File: config.mk
export PLATFORM = sky130hd
export DESIGN_NAME = regfile_wb_arbiter
export DESIGN_NICKNAME = d
export VERILOG_FILES = /design/src/rtl/regfile_wb_arbiter.sv
export SDC_FILE = /design/constraint.sdc
export NUM_CORES = 1
export LEC_CHECK = 0
export CAP_MARGIN = 10
export CELL_PAD_IN_SITES_DETAIL_PLACEMENT = 0
export CELL_PAD_IN_SITES_GLOBAL_PLACEMENT = 1
export CORE_AREA = 2 2 96 98
export DETAILED_ROUTE_END_ITERATION = 6
export DIE_AREA = 0 0 98 100
export GPL_TIMING_DRIVEN = 0
export PLACE_DENSITY_LB_ADDON = 0.15
export SLEW_MARGIN = 15
export SYNTH_ARGS = -nofsm -noshare
export SYNTH_HDL_FRONTEND = slang
export SYNTH_SLANG_ARGS = --single-unit
File: constraint.sdc
create_clock -name clk -period 2.5 [get_ports clk]
set_clock_uncertainty 0.1 [all_clocks]
set_input_delay 0.25 -clock clk [delete_from_list [all_inputs] [get_ports clk]]
set_output_delay 0.25 -clock clk [all_outputs]
set_load 0.005 [all_outputs]
File: src/rtl/regfile_wb_arbiter.sv
// Round-robin write-back arbiter (ALU vs LSU) for the single register-file write port; 1-cycle registered output, x0 writes dropped.
// Optional WB_BYPASS_EN adds combinational read forwarding across the write/read window.
module regfile_wb_arbiter #(
   parameter int DATA_W = 32,
   parameter int ADDR_W = 5,
   parameter int CNT_W  = 16
) (
   input  logic              clk,
   input  logic              rst_n,
   input  logic              wb_stall,
   input  logic              alu_valid,
   output logic              alu_ready,
   input  logic [ADDR_W-1:0] alu_rd,
   input  logic [DATA_W-1:0] alu_data,
   input  logic              lsu_valid,
   output logic              lsu_ready,
   input  logic [ADDR_W-1:0] lsu_rd,
   input  logic [DATA_W-1:0] lsu_data,
   output logic              rf_we,
   output logic [ADDR_W-1:0] rf_rd,
   output logic [DATA_W-1:0] rf_wdata,
   output logic [CNT_W-1:0]  conflict_cnt
`ifdef WB_BYPASS_EN
   ,
   input  logic [ADDR_W-1:0] rs1,
   input  logic [ADDR_W-1:0] rs2,
   input  logic [DATA_W-1:0] rf_rdata1,
   input  logic [DATA_W-1:0] rf_rdata2,
   output logic [DATA_W-1:0] fwd_data1,
   output logic [DATA_W-1:0] fwd_data2
`endif
);

   typedef enum logic {GNT_ALU = 1'b0, GNT_LSU = 1'b1} grant_e;

   grant_e              last_grant_q, last_grant_d;
   logic                rf_we_q, rf_we_d;
   logic [ADDR_W-1:0]   rf_rd_q, rf_rd_d;
   logic [DATA_W-1:0]   rf_wdata_q, rf_wdata_d;
   logic [CNT_W-1:0]    cnt_q, cnt_d;
   logic                grant_alu, grant_lsu, conflict;

   always_comb begin
      grant_alu    = !wb_stall && alu_valid && (!lsu_valid || last_grant_q == GNT_LSU);
      grant_lsu    = !wb_stall && lsu_valid && (!alu_valid || last_grant_q == GNT_ALU);
      conflict     = alu_valid && lsu_valid && !wb_stall;
      last_grant_d = last_grant_q;
      rf_we_d      = 1'b0;
      rf_rd_d      = rf_rd_q;
      rf_wdata_d   = rf_wdata_q;
      cnt_d        = cnt_q;
      // x0 targets are still accepted and registered, only the write enable is dropped
      if (grant_alu) begin
         last_grant_d = GNT_ALU;
         rf_we_d      = (alu_rd != '0);
         rf_rd_d      = alu_rd;
         rf_wdata_d   = alu_data;
      end else if (grant_lsu) begin
         last_grant_d = GNT_LSU;
         rf_we_d      = (lsu_rd != '0);
         rf_rd_d      = lsu_rd;
         rf_wdata_d   = lsu_data;
      end
      if (conflict && cnt_q != '1)
         cnt_d = cnt_q + CNT_W'(1);
   end

   always_ff @(posedge clk or negedge rst_n) begin
      if (!rst_n) begin
         last_grant_q <= GNT_LSU;
         rf_we_q      <= 1'b0;
         rf_rd_q      <= '0;
         rf_wdata_q   <= '0;
         cnt_q        <= '0;
      end else begin
         last_grant_q <= last_grant_d;
         rf_we_q      <= rf_we_d;
         rf_rd_q      <= rf_rd_d;
         rf_wdata_q   <= rf_wdata_d;
         cnt_q        <= cnt_d;
      end
   end

   assign alu_ready    = grant_alu;
   assign lsu_ready    = grant_lsu;
   assign rf_we        = rf_we_q;
   assign rf_rd        = rf_rd_q;
   assign rf_wdata     = rf_wdata_q;
   assign conflict_cnt = cnt_q;

`ifdef WB_BYPASS_EN
   assign fwd_data1 = (rf_we_q && rf_rd_q == rs1 && rs1 != '0) ? rf_wdata_q : rf_rdata1;
   assign fwd_data2 = (rf_we_q && rf_rd_q == rs2 && rs2 != '0) ? rf_wdata_q : rf_rdata2;
`endif

endmodule

==> results by group, run 1 <==
Status
  • Outcome: finished, final reports clean

Logic synthesis
  • Cell with the most instances after synthesis: dfrtp_1
  • Syn Inst Count: 249
  • Seq cells post-synth: 55
  • Seq/Total Area, Yosys: 0.524
  • Yosys top cell area share: 0.514
  • Ys flop type: dfrtp_1
  • Cell accounting for the most synthesized area: dfrtp_1
  • Async SR Flop Fraction: 1.00
  • Syn Area/Cell: 10.6 sq um
  • Synth cell count leaders: dfrtp_1, nand2_1, mux2i_1
  • Area contributors post-synth: dfrtp_1, mux2i_1, nand2_1
  • YS warnings: 0
  • Mapped cell area: 0.00263 sq mm
  • Post-synth cell types: 40
  • Mapped Nets: 329
  • Number of enable flip-flop cells after synthesis: 0

Setup path
  • Type of origin of the critical path: input pin
  • CP required: 2.15 ns
  • CP Class: input pin to primary output
  • Top delay family on crit path: buffers and inverters
  • Reg2reg start: conflict_cnt[0]$_DFFE_PN0P_
  • CP Capture Type: primary output
  • WP buf/inv: 4
  • Reg-to-reg slack, setup: 0.62 ns
  • CP arrival: 1.91 ns
  • Worst R2R End: conflict_cnt[1]$_DFFE_PN0P_
  • Crit-path slowest cell: clkdlybuf4s50_1
  • Worst Setup SP: alu_valid
  • Crit Path Max Fanout: 10
  • Reg2reg path depth: 5
  • Max stage delay on crit path: 0.56 ns
  • Cells along the critical path: clkdlybuf4s50_1, nand2b_1, a21oi_2, buf_6, buf_6, clkdlybuf4s50_1

Final layout
  • Fin util: 0.474
  • Layout Nets: 472
  • Synth-to-Final Area Change: 60.4%
  • Post-route cell area: 0.00421 sq mm
  • Fillers: 880
  • Final Non-Filler Cells: 503
  • Reg area: 0.00138 sq mm
  • Area occupied by multi-input gates: 0.00117 sq mm
  • Layout cells sized above 1: 0.0689
  • N_diodes: 0

Power
  • Maximum VDD drop: 0.276 mV
  • Power per cell area: 542 mW/mm^2
  • Final Power: 2.28 mW
  • Static Leakage: 1.73 nW

Min path
  • Worst Hold Depth: 2
  • Hold Crit Class: register to register
  • Hold wc startpoint: rf_wdata[18]$_DFFE_PN0P_
  • Hold EP: rf_wdata[18]$_DFFE_PN0P_

Placement
  • Buffers on Ports: 134
  • Final RePlAce weighted congestion: 0.743
  • Post-Place Cells: 494
  • DP HPWL: 5.35 mm
  • Placed Instance Area: 0.00411 sq mm
  • Setup slack at placement: 0.0484 ns

Timing
  • Final min period: 2.26 ns
  • Worst setup margin: 0.242 ns
  • WHS: 0.388 ns
  • Final hold vios: 0
  • RSZ-0062 raised after global routing: false
  • Crit share post-route: 0.903
  • Relative slew slack: 0.523
  • Worst slew pin tran: 0.715 ns
  • Final Slew Violations: 0
  • F_max: 0.443 GHz
  • Setup_tns: 0 ns
  • Final setup viols: 0

Floorplan
  • Core footprint: 0.00889 sq mm
  • Row cnt: 35
  • Die X: 98 microns
  • Die Ht: 100 microns
  • Top-Level Pins: 135
  • Die area: 0.00980 sq mm
  • Initial Util: 0.296

Global routing
  • Vias in the first global route: 2,263
  • Initial antenna violation count: 0
  • GRT Overall Usage: 0.144
  • First-pass GRT wire length: 11.3 mm
  • Largest net degree at the start of global routing: 56
  • Global route overflow: 0

Routing
  • Drt pass-1 iters: 4
  • DRC: 0
  • DR vias/cell: 4.59
  • Total routed wirelength: 7.13 mm
  • Vias: 2,311
  • Drt wl/cell: 14.2 microns
  • Initial DRC count: 54
  • Post-DRT Antenna Nets: 0

CTS
  • Clock Sinks: 55
  • CTS buffer count: 5
  • CTS tree: built
  • Clk buf depth: 2
  • H-tree levels: 2
  • Reg clk slew, reported paths: 0.10 ns
  • Clock root cell: clkbuf_8
  • Clk Latency, worst-skew pair: 0.30 ns

Flow run
  • Max Cap Violations: 0
timing repair:
action / 4_1_cts / 5_1_grt
hold endpoints to repair: 54 / 0
hold buffers: 1 / 0
buffers inserted: 0 / 1
endpoints found under the setup margin: 0 / 1
resized for setup: 0 / 1
worst min-delay path: stages (launching register included):
cell	delay, ns
dfrtp_1	0.36
nand2_1	0.05
o21ai_0	0.06
state kept, by name (all words and copies together) (netlist names):
name          count
conflict_cnt     16
rf_we             1
rf_rd             5
last_grant_q      1
rf_wdata         32
layer usage:
layer | vias up | share of wire | global-route usage
li1 | 1153 | - | -
met1 | 1070 | 0.43 | 0.185
met2 | 82 | 0.47 | 0.235
met3 | 6 | 0.086 | 0.0481
met4 | 0 | 0.0093 | 0.0353
met5 | - | 0 | 0
kinds of logic (layout without fill, tap and decap cells):
kind of cell	Yosys count	in the layout	synth area share
simple gates	80	80	0.158
flops	55	55	0.524
compound gates	47	47	0.0933
mux	39	39	0.151
buf+inv	15	158	0.0290
xor+xnor	12	12	0.0400
fa+ha+maj	1	1	0.00476
layout make-up:
class,count,share of cell area
Buffer,12,0.0163
Multi-Input combinational cell,179,0.279
Clock buffer,6,0.0196
Inverter,3,0.00267
Sequential cell,55,0.327
Timing Repair Buffer,136,0.322
Tap cell,111,0.0330
Clock inverter,1,0.00119
layout by cell type, fill, tap and decap left out, types with 7 or more instances in the layout:
| cell | count |
|---|---|
| dfrtp_1 | 54 |
| o21ai_1 | 19 |
| clkdlybuf4s50_1 | 133 |
| nand2_1 | 43 |
| nand3_1 | 7 |
| o21ai_0 | 23 |
| mux2i_1 | 37 |
power by group:
group	leakage, nW	internal, mW	total (mW)	switching, mW
Sequential	0.693	1.01	1.11	0.0971
Clock	0.0470	0.219	0.507	0.288
Combinational	0.986	0.422	0.667	0.245
Total	1.73	1.65	2.28	0.630
how the worst max path moves through the flow:
stage | to | slack, ns | depth (start not counted)
3_3_place_gp | rf_wdata[24]$_DFFE_PN0P_ | -0.76 | 1
4_1_cts | alu_ready | 0.05 | 5
3_5_place_dp | alu_ready | 0.05 | 6
5_1_grt | alu_ready | 0.13 | 6
6_report | alu_ready | 0.24 | 6
2_1_floorplan | conflict_cnt[1]$_DFFE_PN0P_ | 0.80 | 5
Note: power is estimated with default switching activity, not from simulation.
==> inputs of run 2 (changes only) <==
CORE_AREA = 2 2 77 79   (was 2 2 96 98)
DIE_AREA = 0 0 79 81   (was 0 0 98 100)
DONT_BUFFER_PORTS = 1   (was not set)
==> results by group, run 2 (synthesis results as in run 1) <==
Setup path
  • Max stage delay on crit path: 0.44 ns (-0.12 ns)
  • CP arrival: 1.98 ns (+0.07 ns)
  • Type of origin of the critical path: register
  • Crit-path slowest cell: dfrtp_1
  • CP required: 2.59 ns (+0.44 ns)
  • CP Capture Type: register
  • Reg2reg start: conflict_cnt[0]$_DFFE_PN0P_
  • Cells along the critical path: ha_1, nand4_2, nor4_2, nor2_2, mux2_4
  • Worst Setup SP: conflict_cnt[0]$_DFFE_PN0P_
  • CP Class: register to register
  • Crit Path Max Fanout: 5 (-5)
  • Reg-to-reg slack, setup: 0.61 ns (about the same)

Final layout
  • Number of flip-flops under the largest register name: 32 (unchanged)
  • Layout cells sized above 1: 0.0958 (+0.0269)
  • Commonest non-fill, non-tap cell in the layout: dfrtp_1
  • N_diodes: 0 (unchanged)
  • Layout Nets: 340 (-28%)
  • Synth-to-Final Area Change: 8.86%
  • Final Non-Filler Cells: 336 (-33%)
  • Most frequent cells in the layout: dfrtp_1, nand2_1, mux2i_1

CTS
  • Post-CTS Setup Inserts: 0 (unchanged)
  • Count of cells resized by post-cts repair: 0 (unchanged)
  • Clk buf depth: 2 (unchanged)
  • H-tree levels: 2 (unchanged)
  • CTS tree: built
  • Clk Latency, worst-skew pair: 0.30 ns (about the same)
  • Clock root cell: clkbuf_8
  • Reg clk slew, reported paths: 0.09 ns (about the same)
  • Clock Sinks: 55 (unchanged)
  • CTS buffer count: 5 (unchanged)

Global routing
  • Global route overflow: 0 (unchanged)
  • Initial antenna violation count: 0 (unchanged)
  • Largest net degree at the start of global routing: 56 (unchanged)
  • GRT Overall Usage: 0.175 (+0.0314)
  • First-pass GRT wire length: 8.66 mm (-23%)
  • Vias in the first global route: 1,755 (-22%)

Floorplan
  • Row cnt: 28 (-20%)
  • Core footprint: 0.00568 sq mm (-36%)
  • Top-Level Pins: 135 (unchanged)
  • Die area: 0.00640 sq mm (-35%)
  • Die Ht: 81 microns (-19%)
  • Die X: 79 microns (-19%)
  • Initial Util: 0.463 (+0.167)

Flow run
  • Max Cap Violations: 0 (unchanged)

Timing
  • Final min period: 1.89 ns (-0.369 ns)
  • F_max: 0.529 GHz (+20%)
  • Relative slew slack: 0.651 (+0.128)
  • RSZ-0062 raised after global routing: false
  • Setup_tns: 0 ns (unchanged)
  • Worst slew pin tran: 0.524 ns (-0.192 ns)
  • Final Slew Violations: 0 (unchanged)
  • Final setup viols: 0 (unchanged)
  • Crit share post-route: 0.756 (-0.148)
  • Final hold vios: 0 (unchanged)

Routing
  • DRC: 0 (unchanged)
  • Total routed wirelength: 5.69 mm (-20%)
  • Vias: 1,829 (-21%)
  • DR vias/cell: 5.44 (+18%)
  • Drt wl/cell: 16.9 microns (+20%)
  • Initial DRC count: 100 (+85%)
  • Post-DRT Antenna Nets: 0 (unchanged)
  • Drt pass-1 iters: 4 (unchanged)

Placement
  • Buffers on Ports: 0 (-100%)
  • Post-Place Cells: 324 (-34%)
  • DP HPWL: 4.15 mm (-22%)
  • Final RePlAce weighted congestion: 0.707 (-4.7%)

Power
  • Power per cell area: 658 mW/mm^2 (+21%)
  • Maximum VDD drop: 0.262 mV (-4.9%)
  • Static Leakage: 1.22 nW (-29%)

Min path
  • Hold wc startpoint: wb_stall
  • Hold Crit Class: input pin to register

Status
  • Outcome: finished, final reports clean
-- run 2: repair_timing --
item / CTS / global route
setup endpoints to repair: 0 / 0
hold buffers: 4 / 0
endpoints found under the hold margin: 57 / 0
-- run 2: worst paths after layout --
| check | end | cells after the start |
|---|---|---|
| setup / recovery | conflict_cnt[1]$_DFFE_PN0P_ | 5 |
| hold / removal | last_grant_q$_DFFE_PN1P_ | 2 |
| setup reg to reg | conflict_cnt[1]$_DFFE_PN0P_ | 5 |
| hold reg to reg | last_grant_q$_DFFE_PN1P_ | 2 |
| max in group asynchronous | last_grant_q$_DFFE_PN1P_ | 2 |
| min in group asynchronous | conflict_cnt[2]$_DFFE_PN0P_ | 2 |
-- run 2: power breakdown --
group          internal, mW  switching, mW
Clock                 0.197          0.264
Sequential             1.01          0.130
Combinational         0.124          0.152
Total                  1.34          0.546
-- run 2: critical path, delay by kind of cell (launching register included) --
family,cells,cell delay (ns)
multiplexers,1,0.31
flip-flops,1,0.44
adder cells (fa/ha/maj),1,0.23
AND/OR/NAND/NOR,3,0.69
-- run 2: final cells by class --
type                       instances  area [sq um]
tap                               75          93.8
clock buffer                       7          76.3
sequential                        55          1380
multi-input combinational        179          1170
inverter                           3          11.3
clock inverter                     1          5.00
buffer                            12          65.1
fill                             550          2820
timing repair buffer               4          57.6
-- run 2: routing by layer --
metal,wire length (microns),share of wire,global-route usage,vias up
met5,0,0,0,-
li1,-,-,-,888
met3,496,0.087,0.0689,6
met4,61,0.011,0.0517,0
met2,2800,0.49,0.286,77
met1,2340,0.41,0.215,858
-- run 2: through the flow --
step	total power [mW]	setup WS [ns]	hold WS, ns	util	instance area [sq um]
CTS	1.92	0.589	0.00648	0.504	2860
finish	1.88	0.611	0.0144	0.504	2860
global route	2.01	0.492	0.0135	0.504	2860
floorplan	1.34	0.800	-0.146	-	2630
global placement	1.41	0.596	-0.145	0.479	2720
detailed placement	1.42	0.606	-0.145	0.479	2720
==> inputs of run 3 (changes only) <==
CORE_AREA = 2 2 84 86   (was 2 2 77 79)
DIE_AREA = 0 0 86 88   (was 0 0 79 81)
clock period = 1.6 ns   (was 2.5 ns; I/O delays follow)
==> results by group, run 3 (synthesis results as in run 1) <==
Status
  • Outcome: finished, violations left
  • Failing checks: negative hold slack, negative setup slack

Timing
  • Relative slew slack: 0.660 (+0.00949)
  • F_max: 0.586 GHz
  • Worst slew pin tran: 0.509 ns (-0.0142 ns)
  • Crit share post-route: 1.07
  • RSZ-0062 raised after global routing: true
  • WHS: -0.00150 ns (-0.0159 ns)
  • Final hold vios: 1 (+1)
  • Worst setup margin: -0.108 ns (-0.719 ns)
  • Final Slew Violations: 0 (unchanged)
  • Final min period: 1.71 ns
  • Setup_tns: -1.28 ns (-1.28 ns)
  • Final setup viols: 29 (+29)

Min path
  • Hold wc startpoint: lsu_valid
  • Hold Crit Class: input pin to register

CTS
  • Reg clk slew, reported paths: 0.10 ns (about the same)
  • Clock root cell: clkbuf_8
  • CTS buffer count: 5 (unchanged)
  • Clk buf depth: 2 (unchanged)
  • CTS tree: built
  • H-tree levels: 2 (unchanged)
  • Clk Latency, worst-skew pair: 0.30 ns (about the same)
  • Clock Sinks: 55 (unchanged)

Power
  • Maximum VDD drop: 0.395 mV (+51%)
  • Static Leakage: 1.70 nW (+39%)
  • Power per cell area: 899 mW/mm^2 (+37%)

Setup path
  • CP required: 1.34 ns (-1.25 ns)
  • CP Capture Type: primary output
  • Type of origin of the critical path: register
  • CP arrival: 1.45 ns (-0.53 ns)
  • CP Class: register to primary output
  • Crit Path Max Fanout: 5 (unchanged)
  • Reg2reg start: last_grant_q$_DFFE_PN1P_
  • Worst Setup SP: last_grant_q$_DFFE_PN1P_

Global routing
  • Vias in the first global route: 2,335 (+33%)
  • First-pass GRT wire length: 11.3 mm (+31%)
  • Global route overflow: 0 (unchanged)
  • Largest net degree at the start of global routing: 56 (unchanged)
  • Initial antenna violation count: 0 (unchanged)
  • GRT Overall Usage: 0.191 (+0.0163)

Final layout
  • Number of flip-flops under the largest register name: 32 (unchanged)
  • Synth-to-Final Area Change: 53.5%
  • Layout Nets: 428 (+26%)
  • Layout cells sized above 1: 0.198 (+0.102)
  • Commonest non-fill, non-tap cell in the layout: dlygate4sd3_1
  • Most frequent cells in the layout: dlygate4sd3_1, dfrtp_1, nand2_1
  • Post-route cell area: 0.00403 sq mm (+41%)
  • N_diodes: 0 (unchanged)

Routing
  • Initial DRC count: 33 (-67%)
  • DRC: 0 (unchanged)
  • Post-DRT Antenna Nets: 0 (unchanged)
  • Vias: 2,233 (+22%)
  • Total routed wirelength: 7.39 mm (+30%)
  • DR vias/cell: 5.21 (-4.4%)
  • Drt wl/cell: 17.2 microns (+1.7%)
  • Drt pass-1 iters: 4 (unchanged)

Placement
  • DP HPWL: 4.44 mm (+7.1%)
  • Setup slack at placement: -0.179 ns (-0.785 ns)
  • Placed Instance Area: 0.00274 sq mm (+0.55%)
  • Final RePlAce weighted congestion: 0.718 (+1.5%)
  • Buffers on Ports: 0 (unchanged)

Floorplan
  • Row cnt: 30 (+7.1%)
  • Initial Util: 0.395 (-0.0675)
  • Die Ht: 88 microns (+8.6%)
  • Top-Level Pins: 135 (unchanged)
  • Core footprint: 0.00664 sq mm (+17%)
  • Die X: 86 microns (+8.9%)
  • Die area: 0.00757 sq mm (+18%)

Flow run
  • Max Cap Violations: 0 (unchanged)
==> run 3: layout make-up <==
type,count,area (sq um)
clock buffers,5,68.8
fillers,564,2610
multi-input cells,179,1320
inverters,3,11.3
flip-flops and latches,55,1390
clock inverters,3,67.6
repair buffers,92,988
plain buffers,12,92.6
well taps,80,100
==> run 3: what timing repair did <==
| item | CTS | global route |
|---|---|---|
| gates resized for setup | 19 | 52 |
| hold buffers | 78 | 0 |
| gates cloned | 0 | 3 |
| pin swaps | 4 | 10 |
| buffers inserted | 5 | 6 |
| endpoints found under the setup margin | 23 | 52 |
| endpoints found under the hold margin | 95 | 0 |
==> run 3: worst max-delay path, cell delays in order (launching register included) <==
cell     delay, ns
dfstp_2       0.55
inv_2         0.04
a21oi_4       0.25
buf_6         0.18
buf_12        0.12
==> run 3: report_power, final <==
part / internal (mW) / total (mW) / switching [mW]
clock: 0.624 / 1.07 / 0.447
sequential: 1.59 / 1.81 / 0.219
combinational: 0.410 / 0.742 / 0.332
total: 2.63 / 3.63 / 0.998
==> run 3: per-stage QoR <==
stage          utilization  power (mW)  instances
6_report             0.607        3.63        429
5_1_grt              0.607        3.84        429
4_1_cts              0.570        3.57        420
3_5_place_dp         0.412        2.23        329
3_3_place_gp         0.412        2.22        329
2_1_floorplan            -        2.09        249
==> run 3: final timing paths <==
check / cells after the start / end / slack (ns)
hold reg to reg: 2 / rf_wdata[2]$_DFFE_PN0P_ / 0.42
min in group asynchronous: 2 / conflict_cnt[8]$_DFFE_PN0P_ / 0.28
max in group asynchronous: 2 / last_grant_q$_DFFE_PN1P_ / 0.83
setup / recovery: 4 / alu_ready / -0.11
setup reg to reg: 6 / rf_rd[2]$_DFFE_PN0P_ / -0.07
hold / removal: 2 / conflict_cnt[2]$_DFFE_PN0P_ / -0.002
==> run 3: layer usage <==
layer / share of wire / wire (microns) / global-route usage
met1: 0.42 / 3090 / 0.243
met4: 0.0096 / 71 / 0.0505
met5: 0 / 0 / 0
met2: 0.50 / 3720 / 0.328
met3: 0.069 / 511 / 0.0462
